File: src/rtl/ff_d_univ_bank.sv
// Bank of CHANNELS independent WIDTH-bit universal registers (hold/shr/shl/load, per-channel set).
// Optional parity output PAR is enabled by defining FF_D_UNIV_BANK_PARITY_EN.
module ff_d_univ_bank #(
   parameter int WIDTH    = 4,
   parameter int CHANNELS = 2,
   parameter int CASCADE  = 0
) (
   input  logic                        CP,
   input  logic                        RD,
   input  logic [CHANNELS-1:0]         SD,
   input  logic [2*CHANNELS-1:0]       S,
   input  logic [CHANNELS*WIDTH-1:0]   D,
   input  logic [CHANNELS-1:0]         DSR,
   input  logic [CHANNELS-1:0]         DSL,
   output logic [CHANNELS*WIDTH-1:0]   Q,
`ifdef FF_D_UNIV_BANK_PARITY_EN
   output logic [CHANNELS*WIDTH-1:0]   nQ,
   output logic [CHANNELS-1:0]         PAR
`else
   output logic [CHANNELS*WIDTH-1:0]   nQ
`endif
);

   logic [CHANNELS*WIDTH-1:0] q_q, q_d;
   logic [CHANNELS-1:0]       msb, lsb;
   logic [CHANNELS-1:0]       sin_r, sin_l;

   always_comb begin
      msb = '0;
      lsb = '0;
      for (int c = 0; c < CHANNELS; c++) begin
         msb[c] = q_q[c*WIDTH + WIDTH-1];
         lsb[c] = q_q[c*WIDTH];
      end
   end

   // In cascade mode each channel's serial input is the pre-edge edge bit of its neighbour,
   // so adjacent channels shifting together behave as one long register.
   always_comb begin
      if (CASCADE != 0) begin
         sin_r = (msb << 1) | CHANNELS'(DSR[0]);
         sin_l = (lsb >> 1) | (CHANNELS'(DSL[CHANNELS-1]) << (CHANNELS-1));
      end else begin
         sin_r = DSR;
         sin_l = DSL;
      end
   end

   always_comb begin
      q_d = q_q;
      for (int c = 0; c < CHANNELS; c++) begin
         case (S[2*c +: 2])
            2'b01:   q_d[c*WIDTH +: WIDTH] = {q_q[c*WIDTH +: WIDTH-1], sin_r[c]};
            2'b10:   q_d[c*WIDTH +: WIDTH] = {sin_l[c], q_q[c*WIDTH+1 +: WIDTH-1]};
            2'b11:   q_d[c*WIDTH +: WIDTH] = D[c*WIDTH +: WIDTH];
            default: q_d[c*WIDTH +: WIDTH] = q_q[c*WIDTH +: WIDTH];
         endcase
         if (!SD[c]) q_d[c*WIDTH +: WIDTH] = '1;
      end
      if (!RD) q_d = '0;
   end

   always_ff @(posedge CP) begin
      q_q <= q_d;
   end

   assign Q  = q_q;
   assign nQ = ~q_q;

`ifdef FF_D_UNIV_BANK_PARITY_EN
   always_comb begin
      PAR = '0;
      for (int c = 0; c < CHANNELS; c++) begin
         PAR[c] = ^q_q[c*WIDTH +: WIDTH];
      end
   end
`endif

endmodule
File: config.mk
export PLATFORM = sky130hd
export DESIGN_NAME = ff_d_univ_bank
export DESIGN_NICKNAME = d
export VERILOG_FILES = /design/src/rtl/ff_d_univ_bank.sv
export SDC_FILE = /design/constraint.sdc
export NUM_CORES = 1
export LEC_CHECK = 0
export ABC_AREA = 0
export CAP_MARGIN = 20
export CORE_MARGIN = 1
export CORE_UTILIZATION = 29
export DETAILED_ROUTE_END_ITERATION = 6
export GPL_TIMING_DRIVEN = 1
export MAX_ROUTING_LAYER = met4
export PLACE_DENSITY = 0.71
export SLEW_MARGIN = 20
export SYNTH_ARGS = -nofsm -noshare
export SYNTH_HDL_FRONTEND = slang
export SYNTH_SLANG_ARGS = --single-unit
File: constraint.sdc
create_clock -name CP -period 0.8 [get_ports CP]
set_input_delay 0.08 -clock CP [delete_from_list [all_inputs] [get_ports CP]]
set_output_delay 0.08 -clock CP [all_outputs]
set_load 0.02 [all_outputs]
* Word-level counts from Yosys, hierarchy flattened
Index checks and enable logic that the tools add are counted.
** Storage, ports and cells
- Register bits after elaboration :: 8
- Output and inout port bits :: 16
- Input bits :: 20
- Word-level logic and storage cells :: 15
** Cells by class
- Equal/unequal tests :: 8
- Bitwise gates (word level) :: 1
- Muxes and demuxes :: 4
** Operators with widths (count)
- 4-bit case mux with 3 select lines :: 2
- 2-bit equality test (second input constant) :: 4
- 4-bit 2-to-1 mux :: 2
- 4-bit by 1-bit inequality test with 1-bit output (second input constant) :: 2
- 8-bit inverter :: 1
- 2-bit by 1-bit equality test with 1-bit output (second input constant) :: 2

* Depth between registers and ports, before layout
Gate-level depths: netlist of run 1.
- Depth after elaboration :: 3
- Mapped depth :: 4
- Depth with buffers taken out :: 3

* Least setup slack after synthesis of run 1
Ideal clock, no wire load.
- Kind :: flip-flop to flip-flop
- Start point :: register Q[3] (netlist name)
- End point :: register q_q[3] (netlist: Q[3])
- Setup time :: 0.059 ns
- Data arrival time :: 0.930 ns
- Cell stages (with the launch flop) :: 4
- Clock period less this slack :: 0.990 ns
- Data required time :: 0.741 ns
- Slack :: -0.190 ns
- Cell sequence :: dfxtp_1 > inv_1 > o211ai_1 > and3_1
** RTL lines
- end signal, assigned :: RTL line 64 : q_q <= q_d;
- end, declared :: RTL line 24 : logic [CHANNELS*WIDTH-1:0] q_q, q_d;

* Final worst setup path of run 1
- Start point :: register q_q[5] (netlist: Q[5])
- End point :: register q_q[6] (netlist: Q[6])
** Between the ends
- Cells in the longest elaborated chain, start to end :: 2
** Ends and longest elaborated chain
- 4-bit case mux with 3 select lines :: RTL line 52 : case (S[2*c +: 2])
- 4-bit 2-to-1 mux :: RTL line 58 : if (!SD[c]) q_d[c*WIDTH +: WIDTH] = '1;
Every way passes these cells.
A chain may end at the register's enable or synchronous reset.

==> metrics.csv, run 1 <==
metric;value;unit
antenna diode instance count;0;
fin nets;135;
commonest non-fill, non-tap cells in the layout;18 x buf_6, 13 x clkdlybuf4s50_1, 12 x nand2_1, 8 x buf_4;
sequential cell area fraction in the yosys report;32.9;%
Register Area;173;µm²
residual DRC count;0;
top cells by area, synth;dfxtp_1 33%, nand2_1 11%, and3_1 10%;
Routed wire per std cell;11.1;µm
commonest non-fill, non-tap cell in the layout;buf_6;
reg-to-reg slack, setup;-0.07;ns
CTS Buffer Depth;2;
type of the worst min-delay path;primary input to flop;
Max Clk Rate;1.14;GHz
final hold violations;0;
placed insts;126;
CP Capture Type;flop;
Comb pwr share;40.8;%
max reg flops;8;
CTS tree;yes;
PnR Total Power;1380;µW
die height;43.0;µm
antenna violations before repair;0;
IO Port Bufs;35;
DR iter-0 viols;4;
pin count of the biggest net entering global routing;10;
relative slew slack;76.5;%
worst r2r dst;Q[6];
Setup Slack @ Placement;-0.513;ns
Crit Path Class;flop to flop;
Routed WL;1.44;mm
critical path fanouts, max;3;
Cell variety after synth;12;
I/O pin count;36;
crit start category;flop;
vias per cell;4.86;
sw power;427;µW
CTS Root Cell;clkbuf_4;
first drt pass iteration count;4;
final setup violation count;23;
Flop pwr share;34.7;%
RSZ-0062 raised after global routing;true;
Setup WS post-layout;-0.0743;ns
dpl hpwl;1.03;mm
worst r2r src;Q[5];
top cell type's share of synthesized area;32.9;%
CTS clk-pin slew, worst paths;0.06;ns
fraction of layout cells with a size suffix above 1;49.1;%
CP arrival;1.03;ns
GRT Overall Usage;16.8;%
synthesis-stage register bit count;8;
fin crit share;109;%
area of the core;1540;µm²
Initial Util;31.6;%
via count;632;
Critical path origin;Q[5];
Gate Count Post-Synth;66;
largest area contributor in the netlist;dfxtp_1;
PD cells;1340;nW/µm²
num rows;14;
Placer Congestion;0.807;
MaxCap Viol Count;0;
Worst-Skew Late Latency;0.26;ns
final core utilization;66.6;%
Worst IR Drop VDD;0.000759;V
slew at the pin closest to its max-slew limit;0.353;ns
first-pass GRT wire length;2.28;mm
Clock Skew;0.0102;ns
number of routed nets with antenna violations;0;
grt total ovfl;0;
Finished Layout Cells;130;
syn_nets;86;
Net Sw Frac;30.9;%
synthesized cell area;487;µm²
TritonCTS Buffers;3;
vias in the first global route;579;
placed inst area;932;µm²
area occupied by multi-input gates;325;µm²
Worst Setup EP;Q[6];
Avg Inst Size Synth;7.37;µm²
Final Cell Area;1030;µm²
cells on worst reg2reg path;4;
Clk pwr share;24.5;%
clk sink count;8;
synth-to-layout area growth;111;%
failing checks;setup timing;
final worst path period need;0.874;ns
Leakage Power;0.000489;µW
WP data required;0.95;ns
status;complete, but fails checks;
die area;1850;µm²
Synth warnings;0;
CTS Hold Bufs;0;
CTS H-Tree Depth;1;
internal power;954;µW
hold depth;3;
fillcell total;132;
die width;43.0;µm
Final Max Tran Viols;0;
# Post-CTS Setup Buffers;0;
[per-stage QoR]
step,setup TNS (ns),hold WS [ns]
after floorplan,-0.0416,0.225
after global placement,-7.17,0.596
after detailed placement,-7.22,0.605
after CTS,-1.07,0.409
after global routing,-1.77,0.415
final,-0.979,0.409
[critical path: stages (launching register included)]
cell and delay [ns]:
dfxtp_2 0.34, buf_6 0.12, nand2b_4 0.06, nand4_1 0.07, and3_1 0.19
[power groups by stage]
stage                     Clock [µW]  Combinational [µW]  Sequential (µW)
final                            338                 563              480
after floorplan                    0                 166              520
after global routing             380                 599              484
after global placement             0                 508              476
after CTS                        351                 552              477
after detailed placement           0                 510              477
[cell type report]
cell class	count	area share (%)
repair buffers	46	43.8
inverters	8	3.17
well taps	16	1.95
flip-flops and latches	8	16.8
multi-input cells	48	31.7
clock buffers	4	2.56
[worst min-delay path by stage]
stage / start / end
6_report: S[2] / Q[7]
5_1_grt: S[2] / Q[7]
3_3_place_gp: Q[3] / Q[2]
3_5_place_dp: Q[3] / Q[2]
2_1_floorplan: RD / Q[7]
4_1_cts: S[2] / Q[7]
[timing repair]
item / CTS / global route
pin swaps: 13 / 2
setup endpoints to repair: 24 / 24
resized for setup: 112 / 6
[cell usage after synthesis]
| master | n |
|---|---|
| inv_1 | 8 |
| and3_1 | 8 |
| and2b_1 | 1 |
| nand2_1 | 14 |
| o211ai_1 | 2 |
| dfxtp_1 | 8 |
| nor2b_4 | 1 |
| nand3_1 | 8 |
| nand4_1 | 6 |
| buf_6 | 2 |
| mux2i_1 | 2 |
| nand2b_1 | 6 |
[cells by family (layout without fill, tap and decap cells)]
| group | after synthesis | after routing | share of synthesized area (%) |
|---|---|---|---|
| simple gates | 44 | 44 | 49.1 |
| mux | 2 | 2 | 4.11 |
| buf+inv | 10 | 58 | 10.8 |
| flops | 8 | 8 | 32.9 |
| compound gates | 2 | 2 | 3.08 |
[layer usage]
metal | vias to the layer above | GRT usage, % | wire length [µm]
met5 | - | - | 0
met4 | 0 | 9.09 | 14
met3 | 2 | 3.83 | 123
met2 | 31 | 27.9 | 694
met1 | 276 | 18.4 | 605
li1 | 323 | - | -
Power figures use the tool's default switching activity.
==> run 2, diff against run 1 <==
--- a/config.mk
+++ b/config.mk
@@ -10,6 +10,7 @@
 export CORE_MARGIN = 1
 export CORE_UTILIZATION = 29
 export DETAILED_ROUTE_END_ITERATION = 6
+export GPL_ROUTABILITY_DRIVEN = 0
 export GPL_TIMING_DRIVEN = 1
 export MAX_ROUTING_LAYER = met4
 export PLACE_DENSITY = 0.71
==> results of run 2 <==
The final DEF is identical to that of run 1; final timing and power are the same.
==> run 3, diff against run 2 <==
--- a/config.mk
+++ b/config.mk
@@ -12,7 +12,6 @@
 export DETAILED_ROUTE_END_ITERATION = 6
 export GPL_ROUTABILITY_DRIVEN = 0
 export GPL_TIMING_DRIVEN = 1
-export MAX_ROUTING_LAYER = met4
 export PLACE_DENSITY = 0.71
 export SLEW_MARGIN = 20
 export SYNTH_ARGS = -nofsm -noshare
==> metrics.csv, run 3 (synthesis gave the netlist of run 1 again) <==
metric;value;unit
final worst path period need;0.871;ns
clk sink count;8;
grt total ovfl;0;
via count;629;
number of routed nets with antenna violations;0;
die width;43.0;µm
Crit Path Class;flop to flop;
num rows;14;
Final Cell Area;1030;µm²
Routed wire per std cell;11.2;µm
CP Capture Type;flop;
Clock Skew;0.00695;ns
final setup violation count;24;
die height;43.0;µm
commonest non-fill, non-tap cells in the layout;19 x buf_6, 13 x clkdlybuf4s50_1, 12 x nand2_1, 8 x buf_4;
RSZ-0062 raised after global routing;true;
IO Port Bufs;35;
failing checks;setup timing;
fin nets;135;
final core utilization;67.1;%
status;complete, but fails checks;
MaxCap Viol Count;0;
fraction of layout cells with a size suffix above 1;50.0;%
final hold violations;0;
CTS H-Tree Depth;1;
Worst IR Drop VDD;0.000758;V
max reg flops;8;
CTS clk-pin slew, worst paths;0.06;ns
WP data required;0.95;ns
Setup WS post-layout;-0.0715;ns
residual DRC count;0;
vias per cell;4.84;
# Post-CTS Setup Buffers;0;
Worst-Skew Late Latency;0.25;ns
first drt pass iteration count;3;
DR iter-0 viols;8;
die area;1850;µm²
vias in the first global route;576;
highest metal used;met4;
Fin Hold WS;0.302;ns
pin count of the biggest net entering global routing;10;
CTS Root Cell;clkbuf_4;
antenna diode instance count;0;
type of the worst min-delay path;primary input to flop;
met1 wire length;591;µm
relative slew slack;78.0;%
slew at the pin closest to its max-slew limit;0.329;ns
critical path fanouts, max;3;
CTS Buffer Depth;2;
Routed WL;1.45;mm
Leakage Power;0.000491;µW
fin crit share;109;%
PnR Total Power;1390;µW
synth-to-layout area growth;113;%
GRT Overall Usage;16.2;%
dpl hpwl;1.03;mm
Final TNS setup;-0.915;ns
CP arrival;1.02;ns
Initial Util;31.6;%
area of the core;1540;µm²
I/O pin count;36;
PD cells;1340;nW/µm²
metal2 WL;718;µm
crit start category;flop;
antenna violations before repair;0;
Final Max Tran Viols;0;
TritonCTS Buffers;3;
met3 WL post-DR;125;µm
first-pass GRT wire length;2.27;mm
CTS tree;yes;
Max Clk Rate;1.15;GHz
commonest non-fill, non-tap cell in the layout;buf_6;
placed inst area;932;µm²
## run 3: changes by cell type in the layout (fill, tap and decap cells not counted), sizes merged
cell | previous run | this run
dlygate4sd2 | 6 | 5
clkbuf | 4 | 5
## run 3: metal layers
metal | global-route usage (%) | vias to the layer above
li1 | - | 320
met1 | 18.1 | 276
met2 | 27.9 | 31
met3 | 3.83 | 2
met4 | 9.09 | 0
met5 | 0 | -
## run 3: area by class of cell
type | count | area (µm²)
clock buffer | 4 | 26.3
fill | 132 | 507
inverter | 8 | 32.5
multi-input combinational | 48 | 330
sequential | 8 | 173
tap | 16 | 20.0
timing repair buffer | 46 | 453
## run 3: final timing paths
check	from	endpoint	slack, ns	cells after the start
setup / recovery	Q[2]	Q[3]	-0.07	4
hold reg to reg	Q[7]	Q[6]	0.65	3
hold / removal	S[1]	Q[0]	0.30	4
setup reg to reg	Q[2]	Q[3]	-0.07	4
## run 3: through the flow
step / cells / worst slack [ns]
after floorplan: 66 / -0.0416
after global placement: 126 / -0.503
after detailed placement: 126 / -0.513
after CTS: 130 / -0.0615
after global routing: 130 / -0.0975
final: 130 / -0.0715
## run 3: timing repair
action / in CTS / in global routing
pin swaps: 13 / 2
resized for setup: 112 / 10
hold buffers: 0 / 0
endpoints found under the hold margin: 0 / 0
setup endpoints to repair: 24 / 24
## run 3: report_power, final
part           leakage [µW]  total, µW  internal [µW]  switching [µW]
registers         0.0000688        479            440            39.1
logic              0.000407        570            327             243
clock network     0.0000150        337            191             146
total              0.000491       1390            959             427
## run 3: critical path, cell delays in order, from the launching register on
cell	delay, ns
dfxtp_2	0.34
buf_6	0.12
nand2b_4	0.06
nand4_1	0.08
and3_1	0.17
